$ cat src/rtl/gpio_packet_rx.sv
// gpio_packet_rx
//   Serial packet receiver for a GPIO-sampled bit stream. A qualified '1'
//   in IDLE is the start bit; the next PKT_W qualified bits form the
//   payload (first bit ends up in the MSB). One more qualified bit is an
//   even-parity bit. A clean packet is presented on pkt_data/pkt_valid
//   until pkt_ready; a bad packet is dropped and flagged.
//
// Ports
//   clk          rising-edge clock
//   reset        synchronous, active-high reset
//   gpio_bit     serial data bit
//   gpio_bit_vld qualifies gpio_bit for one cycle
//   pkt_ready    downstream accepts the held packet
//   err_clr      clears the sticky error flags
//   pkt_data     assembled packet (PKT_W bits)
//   pkt_valid    pkt_data holds a complete, parity-clean packet
//   busy         receiver is not idle
//   parity_err   sticky: a packet failed the even-parity check
//   overrun_err  sticky: a qualified bit arrived while a packet was held
module gpio_packet_rx #(
   parameter int PKT_W = 112
) (
   input  logic             clk,
   input  logic             reset,
   input  logic             gpio_bit,
   input  logic             gpio_bit_vld,
   input  logic             pkt_ready,
   input  logic             err_clr,
   output logic [PKT_W-1:0] pkt_data,
   output logic             pkt_valid,
   output logic             busy,
   output logic             parity_err,
   output logic             overrun_err
);

   localparam int CW = $clog2(PKT_W + 1);

   localparam logic [1:0] IDLE   = 2'd0;
   localparam logic [1:0] SHIFT  = 2'd1;
   localparam logic [1:0] PARITY = 2'd2;
   localparam logic [1:0] HOLD   = 2'd3;

   localparam logic [CW-1:0] LAST = CW'(PKT_W - 1);

   logic [1:0]    state;
   logic [CW-1:0] cnt;
   logic          parity_bad;
   logic          set_perr;
   logic          set_oerr;

   // pkt_data doubles as the shift register, so its XOR is the payload parity.
   assign parity_bad = (^pkt_data) ^ gpio_bit;
   assign busy       = (state != IDLE);

   always_comb begin
      set_perr = 1'b0;
      set_oerr = 1'b0;
      if (gpio_bit_vld) begin
         set_perr = (state == PARITY) && parity_bad;
         set_oerr = (state == HOLD);
      end
   end

   always_ff @(posedge clk) begin
      if (reset) begin
         state     <= IDLE;
         cnt       <= '0;
         pkt_data  <= '0;
         pkt_valid <= 1'b0;
      end else begin
         case (state)
            IDLE: begin
               if (gpio_bit_vld && gpio_bit) begin
                  state <= SHIFT;
                  cnt   <= '0;
               end
            end
            SHIFT: begin
               if (gpio_bit_vld) begin
                  // Shift expressed without a part-select so PKT_W=1 elaborates.
                  pkt_data <= (pkt_data << 1) | PKT_W'(gpio_bit);
                  cnt      <= cnt + CW'(1);
                  if (cnt == LAST)
                     state <= PARITY;
               end
            end
            PARITY: begin
               if (gpio_bit_vld) begin
                  if (parity_bad) begin
                     state <= IDLE;
                  end else begin
                     state     <= HOLD;
                     pkt_valid <= 1'b1;
                  end
               end
            end
            HOLD: begin
               // Bits arriving here are dropped (flagged via set_oerr),
               // including a start bit coincident with the handshake.
               if (pkt_ready) begin
                  state     <= IDLE;
                  pkt_valid <= 1'b0;
               end
            end
            default: begin
               state     <= IDLE;
               pkt_valid <= 1'b0;
            end
         endcase
      end
   end

   // Sticky flags: a set condition in the same cycle wins over err_clr.
   always_ff @(posedge clk) begin
      if (reset) begin
         parity_err  <= 1'b0;
         overrun_err <= 1'b0;
      end else begin
         parity_err  <= set_perr | (parity_err  & ~err_clr);
         overrun_err <= set_oerr | (overrun_err & ~err_clr);
      end
   end

endmodule
$ cat config.mk
export PLATFORM = sky130hd
export DESIGN_NAME = gpio_packet_rx
export DESIGN_NICKNAME = d
export VERILOG_FILES = /design/src/rtl/gpio_packet_rx.sv
export SDC_FILE = /design/constraint.sdc
export NUM_CORES = 1
export LEC_CHECK = 0
export ABC_AREA = 1
export CORE_MARGIN = 5
export CORE_UTILIZATION = 48
export DETAILED_ROUTE_END_ITERATION = 10
export PLACE_DENSITY = 0.77
export SLEW_MARGIN = 10
export SYNTH_ARGS = -nofsm -noshare
export SYNTH_HDL_FRONTEND = slang
export SYNTH_SLANG_ARGS = --single-unit
export TNS_END_PERCENT = 100
$ cat constraint.sdc
create_clock -name clk -period 1.5 [get_ports clk]
set_input_delay 0.225 -clock clk [delete_from_list [all_inputs] [get_ports clk]]
set_output_delay 0.225 -clock clk [all_outputs]
set_load 0.1 [all_outputs]
==> results.py, run 1 <==
metrics = {
    "synth": {
        "ys_ff_latch": 124,
        "yosysWarnings": 0,
        "synth_nets": 1044,
        "avgSynthCellArea_um2": 6.38,
        "ys_top_cells_by_area": "dfxtp_1 38%, nand2_1 20%, o21ai_0 8.9%, nor2_1 8.8%, xnor2_1 5.2%",
        "synth_cells": 1037,
        "synth_top_cell_by_area": "dfxtp_1",
        "syn_area_um2": 6610,
        "synth_top_area_share_pct": 37.5,
        "yosysSeqAreaShare_pct": 37.5,
        "synth_cell_types": 24,
    },
    "status": {
        "lastStage": "global routing (5_1_grt)",
        "status": "aborted with a tool error",
        "error": "[ERROR GRT-0232] Routing congestion too high. Check the congestion heatmap in the GUI.",
    },
    "cts": {
        "clock_sinks": 124,
        "root_buffer": "clkbuf_16",
        "cts-buffers-inserted": 17,
        "cts_hold_buf": 0,
        "clockBufferDepth": 2,
        "htreeDepth": 4,
    },
    "placement": {
        "dp_hpwl_um": 14900,
        "placed_area_um2": 11000,
        "dp_slack_ns": -0.355,
        "finalWeightedCongestion": 0.868,
        "numPortBuffers": 121,
    },
    "floorplanning": {
        "chipWidth_um": 127,
        "ios": 122,
        "num_rows": 42,
        "die_h_um": 127,
        "initial_core_util_pct": 49.3,
    },
    "sta": {
        "worst-ep-kind": "register input",
        "grt-worst-endpoint": "parity_err$_SDFF_PP0_/D",
    },
    "grt": {
        "grt_max_degree": 51,
        "antenna_found_initial": 5,
        "grt.overflow.total": 694,
        "grt_use_total_pct": 84.7,
    },
}
## logic make-up after synthesis
kind of cell | Yosys count | synth area share (%)
adders and majority gates | 1 | 0.189
xor gates and xnor gates | 74 | 9.80
AOI/OAI and AO/OA | 171 | 13.0
and+or+nand+nor | 551 | 32.6
DFF | 124 | 37.5
buffers and inverters | 116 | 6.78
## routing by layer
metal | GRT usage (%) | GRT overflow
met3 | 65.2 | 4
met1 | 77.5 | 5
met2 | 108 | 484
met5 | 13.0 | 2
met4 | 99.1 | 199
## cells in the mapped netlist, drive strengths merged
cell and n:
clkbuf 27, nor3b 1, xor2 35, o21ai 117
ha 1, and3 1, or2 1, nand3 20
inv 80, nand2 368, a21oi 53, nand4 2
buf 9, nor3 3, o21a 1, xnor2 39
nor2 155, dfxtp 124
## per-stage QoR
stage / util, % / cells / hold WS [ns]
2_1_floorplan: - / 1037 / 0.284
3_3_place_gp: 82.3 / 1481 / 0.462
3_5_place_dp: 82.3 / 1481 / 0.471
4_1_cts: 91.0 / 1532 / 0.482
## timing repair
item / CTS
hold endpoints to repair: 0
setup endpoints to repair: 103
gates resized for setup: 98
setup buffers: 20
pin swaps: 35
gates cloned: 1
==> run 2, diff against run 1 <==
--- a/config.mk
+++ b/config.mk
@@ -7,9 +7,9 @@
 export LEC_CHECK = 0
 export ABC_AREA = 1
 export CORE_MARGIN = 5
-export CORE_UTILIZATION = 48
+export CORE_UTILIZATION = 40
 export DETAILED_ROUTE_END_ITERATION = 10
-export PLACE_DENSITY = 0.77
+export PLACE_DENSITY_LB_ADDON = 0.15
 export SLEW_MARGIN = 10
 export SYNTH_ARGS = -nofsm -noshare
 export SYNTH_HDL_FRONTEND = slang
==> constraint.sdc (replaced) <==
create_clock -name clk -period 2 [get_ports clk]
set_input_delay 0.3 -clock clk [delete_from_list [all_inputs] [get_ports clk]]
set_output_delay 0.3 -clock clk [all_outputs]
set_load 0.1 [all_outputs]
==> results.py, run 2 <==
metrics = {
    "status": {
        "status": "finished, final reports clean",
    },
    "sta": {
        "fmax_mhz": 551,
        "hold_violations": 0,
        "setup_viol": 0,
        "max_slew_margin_pct": 69.0,
        "slew_violations": 0,
        "skew_ns": 0.00963,
        "tns_ns": 0,
        "min_period_ns": 1.82,
        "finalCritPeriodShare_pct": 90.8,
        "worstMarginPinSlew_ns": 0.465,
        "fin_ws_ns": 0.184,
        "grt_setup_unrepaired": "no",
    },
    "cts": {
        "cts_hold_buf": 0,
        "root_buffer": "clkbuf_16",
        "clock_sinks": 124,
        "clk_latency_ns": 0.42,
        "cts-buffers-inserted": 17,
        "clockBufferDepth": 2,
        "tritoncts": "yes",
        "path_clk_slew_ns": 0.05,
        "cts_resized": 0,
        "htreeDepth": 4,
        "cts_setup_buffers": 0,
    },
    "synth": {
        "synth_cells": 1037,
        "synth_top_area_share_pct": 37.5,
        "synth_nets": 1044,
        "ys_ff_latch": 124,
        "yosysWarnings": 0,
        "yosysMostFrequentCell": "nand2_1",
        "synthAdderAreaFrac_pct": 0.189,
        "avgSynthCellArea_um2": 6.38,
        "ys_top_cells_by_count": "359 x nand2_1, 155 x nor2_1, 124 x dfxtp_1",
        "synth_compound_area_share_pct": 13.0,
        "synth_cell_types": 24,
        "ys_top_cells_by_area": "dfxtp_1 38%, nand2_1 20%, o21ai_0 8.9%, nor2_1 8.8%, xnor2_1 5.2%",
        "muxShareOfSynthArea_pct": 0,
        "synth_top_family_by_area": "simple AND/OR/NAND/NOR gates",
        "synth_ff_type": "dfxtp_1",
        "synthSimpleGateAreaFrac_pct": 32.6,
        "synth_edf_count": 0,
        "postSynth.asyncResetShare_pct": 0,
        "syn_area_um2": 6610,
        "synth_top_cell_by_area": "dfxtp_1",
        "synth-xor-area-share_pct": 9.80,
        "yosysSeqAreaShare_pct": 37.5,
    },
    "grt": {
        "grt_use_total_pct": 17.1,
        "antenna_found_initial": 0,
        "grt_pass1_wl_um": 27800,
        "grt.overflow.total": 0,
        "grt_pass1_vias": 5996,
        "grt_max_degree": 93,
    },
    "placement": {
        "numPortBuffers": 121,
        "dp_hpwl_um": 11200,
        "dp_slack_ns": 0.0111,
        "placed_cells": 1353,
        "finalWeightedCongestion": 0.811,
    },
    "floorplanning": {
        "initial_core_util_pct": 40.3,
        "num_rows": 47,
        "ios": 122,
        "chipWidth_um": 139,
        "die_h_um": 139,
        "core_area_um2": 16400,
        "dieArea_um2": 19200,
    },
    "finish": {
        "final_util_pct": 52.2,
        "regMostFlops": "pkt_data",
        "final_common_cell": "nand2_1",
        "most-common-layout-cells": "354 x nand2_1, 154 x nor2_1, 123 x buf_4, 117 x o21ai_0, 109 x dfxtp_2",
        "n_antenna_cell": 0,
        "area_growth_pct": 29.5,
        "reg.largest.list": "pkt_data: 112 flops, cnt: 7 flops, state: 2 flops",
        "largest_reg_flops": 112,
        "stdcell_count": 1384,
        "drive_above_1_share_pct": 26.2,
        "fin_nets": 1159,
    },
    "flow_run": {
        "cap_violations": 0,
    },
    "worst_setup_path": {
        "cp-start-kind": "flip-flop",
        "critPathKind": "flip-flop to flip-flop",
        "endpoint_kind": "flip-flop",
        "worstPathArrival_ns": 2.17,
        "cp_max_fo": 4,
        "cp_data_required_time_ns": 2.35,
    },
    "route": {
        "drt_iter0_drc": 394,
        "wl_per_cell_um": 11.7,
        "drt-pass1-iter-count": 4,
        "viasPerCell": 4.63,
        "drc_errors": 0,
        "wl_um": 16200,
        "final_antenna_net_count": 0,
        "via_count": 6402,
    },
    "hold_path": {
        "worstHoldPathType": "flip-flop to flip-flop",
    },
}
-- run 2: cell counts after synthesis --
Identical to the previous run, type by type.
-- run 2: layout make-up --
class | instances | area [um2]
fillers | 1629 | 7850
multi-input cells | 797 | 3710
flip-flops and latches | 124 | 2630
repair buffers | 132 | 1050
clock buffers | 24 | 482
inverters | 80 | 300
well taps | 220 | 275
clock inverters | 7 | 113
-- run 2: worst max-delay path: stages (launching register included) --
cell and delay (ns):
dfxtp_2 0.33, xnor2_1 0.23, inv_1 0.06, nand2_1 0.06, nand2_1 0.08, xnor2_1 0.28
nand3_2 0.12, nand2_2 0.08, nand3_1 0.08, nand2_2 0.09, inv_2 0.04, nand3_2 0.06
nand3_1 0.11, a21oi_1 0.14
-- run 2: path summary, 6_finish.rpt --
path / slack (ns) / end / start / cells past startpoint
worst max-delay path: 0.18 / state[0] / pkt_data[88] / 13
worst min-delay path: 0.44 / pkt_valid / pkt_valid / 2
worst max register to register: 0.18 / state[0] / pkt_data[88] / 13
worst min register to register: 0.44 / pkt_valid / pkt_valid / 2
-- run 2: cell families (layout without fill, tap and decap cells) --
group,after synthesis,in the layout
buf+inv,116,243
xor+xnor,74,74
compound gates,171,171
fa+ha+maj,1,1
simple gates,551,551
flops,124,124
-- run 2: through the flow --
stage / cell area [um2] / hold WS, ns
floorplan: 6750 / 0.362
global placement: 7940 / 0.434
detailed placement: 7940 / 0.435
CTS: 8530 / 0.444
global route: 8560 / 0.474
finish: 8560 / 0.442
-- run 2: per-layer routing --
layer  routed length [um]  vias up  track usage (%)
li1                     -     3461                -
met1                 7690     2814             21.5
met2                 7510      105             28.4
met3                  769       22             4.52
met4                  274        0             6.29
met5                    0        -                0
Power of run 2 is not shown: default switching activity piles up to over one toggle a cycle in this logic, so the estimate is an artifact.
==> run 3, diff against run 2 <==
--- a/config.mk
+++ b/config.mk
@@ -10,7 +10,8 @@
 export CORE_UTILIZATION = 40
 export DETAILED_ROUTE_END_ITERATION = 10
 export PLACE_DENSITY_LB_ADDON = 0.15
-export SLEW_MARGIN = 10
+export REMOVE_ABC_BUFFERS = 1
+export SLEW_MARGIN = 20
 export SYNTH_ARGS = -nofsm -noshare
 export SYNTH_HDL_FRONTEND = slang
 export SYNTH_SLANG_ARGS = --single-unit
==> results.py, run 3 (synthesis results as in run 2) <==
metrics = {
    "hold_path": {
        "min_path_cells": 2,
        "worstHoldPathType": "flip-flop to flip-flop",
    },
    "route": {
        "drt_iter0_drc": 304,
        "wl_met2_um": 7380,
        "drt-pass1-iter-count": 5,
        "wl_per_cell_um": 11.5,
        "via_count": 6410,
        "wl_met3_um": 611,
        "viasPerCell": 4.60,
        "highest_layer": "met4",
        "wl_um": 16100,
        "met1Wirelength_um": 7890,
        "drc_errors": 0,
        "final_antenna_net_count": 0,
    },
    "sta": {
        "skew_ns": 0.00673,
        "hold_violations": 0,
        "worstMarginPinSlew_ns": 0.374,
        "min_period_ns": 1.81,
        "grt_setup_unrepaired": "yes",
        "setup_viol": 0,
        "finalCritPeriodShare_pct": 90.4,
        "max_slew_margin_pct": 75.1,
        "tns_ns": 0,
        "fmax_mhz": 553,
        "slew_violations": 0,
    },
    "floorplanning": {
        "initial_core_util_pct": 40.3,
        "chipWidth_um": 139,
        "ios": 122,
        "num_rows": 47,
        "core_area_um2": 16400,
        "die_h_um": 139,
        "dieArea_um2": 19200,
    },
    "cts": {
        "clockBufferDepth": 2,
        "path_clk_slew_ns": 0.06,
        "tritoncts": "yes",
        "root_buffer": "clkbuf_16",
        "htreeDepth": 4,
        "cts-buffers-inserted": 17,
        "clk_latency_ns": 0.42,
        "clock_sinks": 124,
    },
    "finish": {
        "largest_reg_flops": 112,
        "most-common-layout-cells": "353 x nand2_1, 153 x nor2_1, 131 x buf_4, 117 x o21ai_0, 68 x dfxtp_2",
        "area_growth_pct": 32.0,
        "seq_area_um2": 2580,
        "final_common_cell": "nand2_1",
        "regMostFlops": "pkt_data",
        "drive_above_1_share_pct": 24.6,
        "n_antenna_cell": 0,
        "multi_input_area_um2": 3790,
        "fin_nets": 1168,
        "reg.largest.list": "pkt_data: 112 flops, cnt: 7 flops, state: 2 flops",
        "fillers": 1631,
    },
    "grt": {
        "antenna_found_initial": 0,
        "grt_max_degree": 95,
        "grt_pass1_wl_um": 27800,
        "grt_pass1_vias": 5967,
        "grt_use_total_pct": 17.0,
        "grt.overflow.total": 0,
    },
    "placement": {
        "finalWeightedCongestion": 0.767,
        "dp_hpwl_um": 10700,
        "numPortBuffers": 121,
    },
    "worst_setup_path": {
        "reg2reg_depth": 18,
        "cp-start-kind": "flip-flop",
        "cp_max_fo": 5,
        "cp-startpoint": "pkt_data[36]",
        "critPathKind": "flip-flop to flip-flop",
        "worstPathArrival_ns": 2.11,
        "cp_data_required_time_ns": 2.30,
        "endpoint": "parity_err",
        "r2r_slack_ns": 0.19,
        "timing.rr.start": "pkt_data[36]",
        "r2r_end": "parity_err",
        "endpoint_kind": "flip-flop",
    },
    "status": {
        "status": "finished, final reports clean",
    },
    "flow_run": {
        "cap_violations": 0,
    },
}
## run 3: cell types whose count changed in the layout (fill, tap and decap cells not counted), sizes merged
cell,change
clkinvlp,+1
clkbuf,-2
bufinv,+2
buf,+9
## run 3: final cells by class
type / count / share of cell area, %
multi-input cells: 797 / 43.4
clock buffers: 22 / 5.32
well taps: 220 / 3.15
flip-flops and latches: 124 / 29.6
repair buffers: 141 / 13.0
inverters: 80 / 3.44
clock inverters: 10 / 2.15
## run 3: timing repair
action | in CTS | in global routing
setup endpoints to repair | 0 | 4
resized for setup | 0 | 94
setup buffers | 0 | 1
hold buffers | 0 | 0
## run 3: critical path: stages, from the launching register on
cell and delay (ns):
dfxtp_2 0.34, inv_1 0.09, nand2_1 0.06, nand2_1 0.09, nand2_1 0.06, nand2_1 0.10, nand3_1 0.08, nand2_1 0.08
nand2_1 0.05, nand3_1 0.13, nand2_1 0.06, nand2_1 0.09, nand2_1 0.07, nand2_2 0.08, nand2_2 0.05, nand2_2 0.08
nand2_1 0.06, nand2_1 0.08, a21oi_2 0.05
## run 3: how the worst min path moves through the flow
stage,from,end,slack (ns)
after CTS,pkt_valid,pkt_valid,0.45
final,pkt_valid,pkt_valid,0.44
after global placement,pkt_valid,pkt_valid,0.44
after floorplan,reset,parity_err,0.36
after detailed placement,pkt_valid,pkt_valid,0.44
after global routing,pkt_valid,pkt_valid,0.48
## run 3: routing by layer
| layer | global-route usage [%] | up-vias |
|---|---|---|
| li1 | - | 3470 |
| met1 | 22.4 | 2822 |
| met2 | 27.6 | 100 |
| met3 | 4.17 | 18 |
| met4 | 5.30 | 0 |
| met5 | 0 | - |
## run 3: through the flow
step / util [%] / std cells / worst slack (ns) / hold WS [ns] / area (um2)
5_1_grt: 53.2 / 1394 / -0.0123 / 0.476 / 8730
4_1_cts: 52.0 / 1393 / 0.154 / 0.446 / 8520
2_1_floorplan: - / 1001 / -4.57 / 0.362 / 6460
3_5_place_dp: 48.0 / 1361 / 0.0419 / 0.439 / 7870
3_3_place_gp: 48.0 / 1361 / 0.0897 / 0.438 / 7870
6_report: 53.2 / 1394 / 0.192 / 0.444 / 8730
Power of run 3 is left out for the same reason.
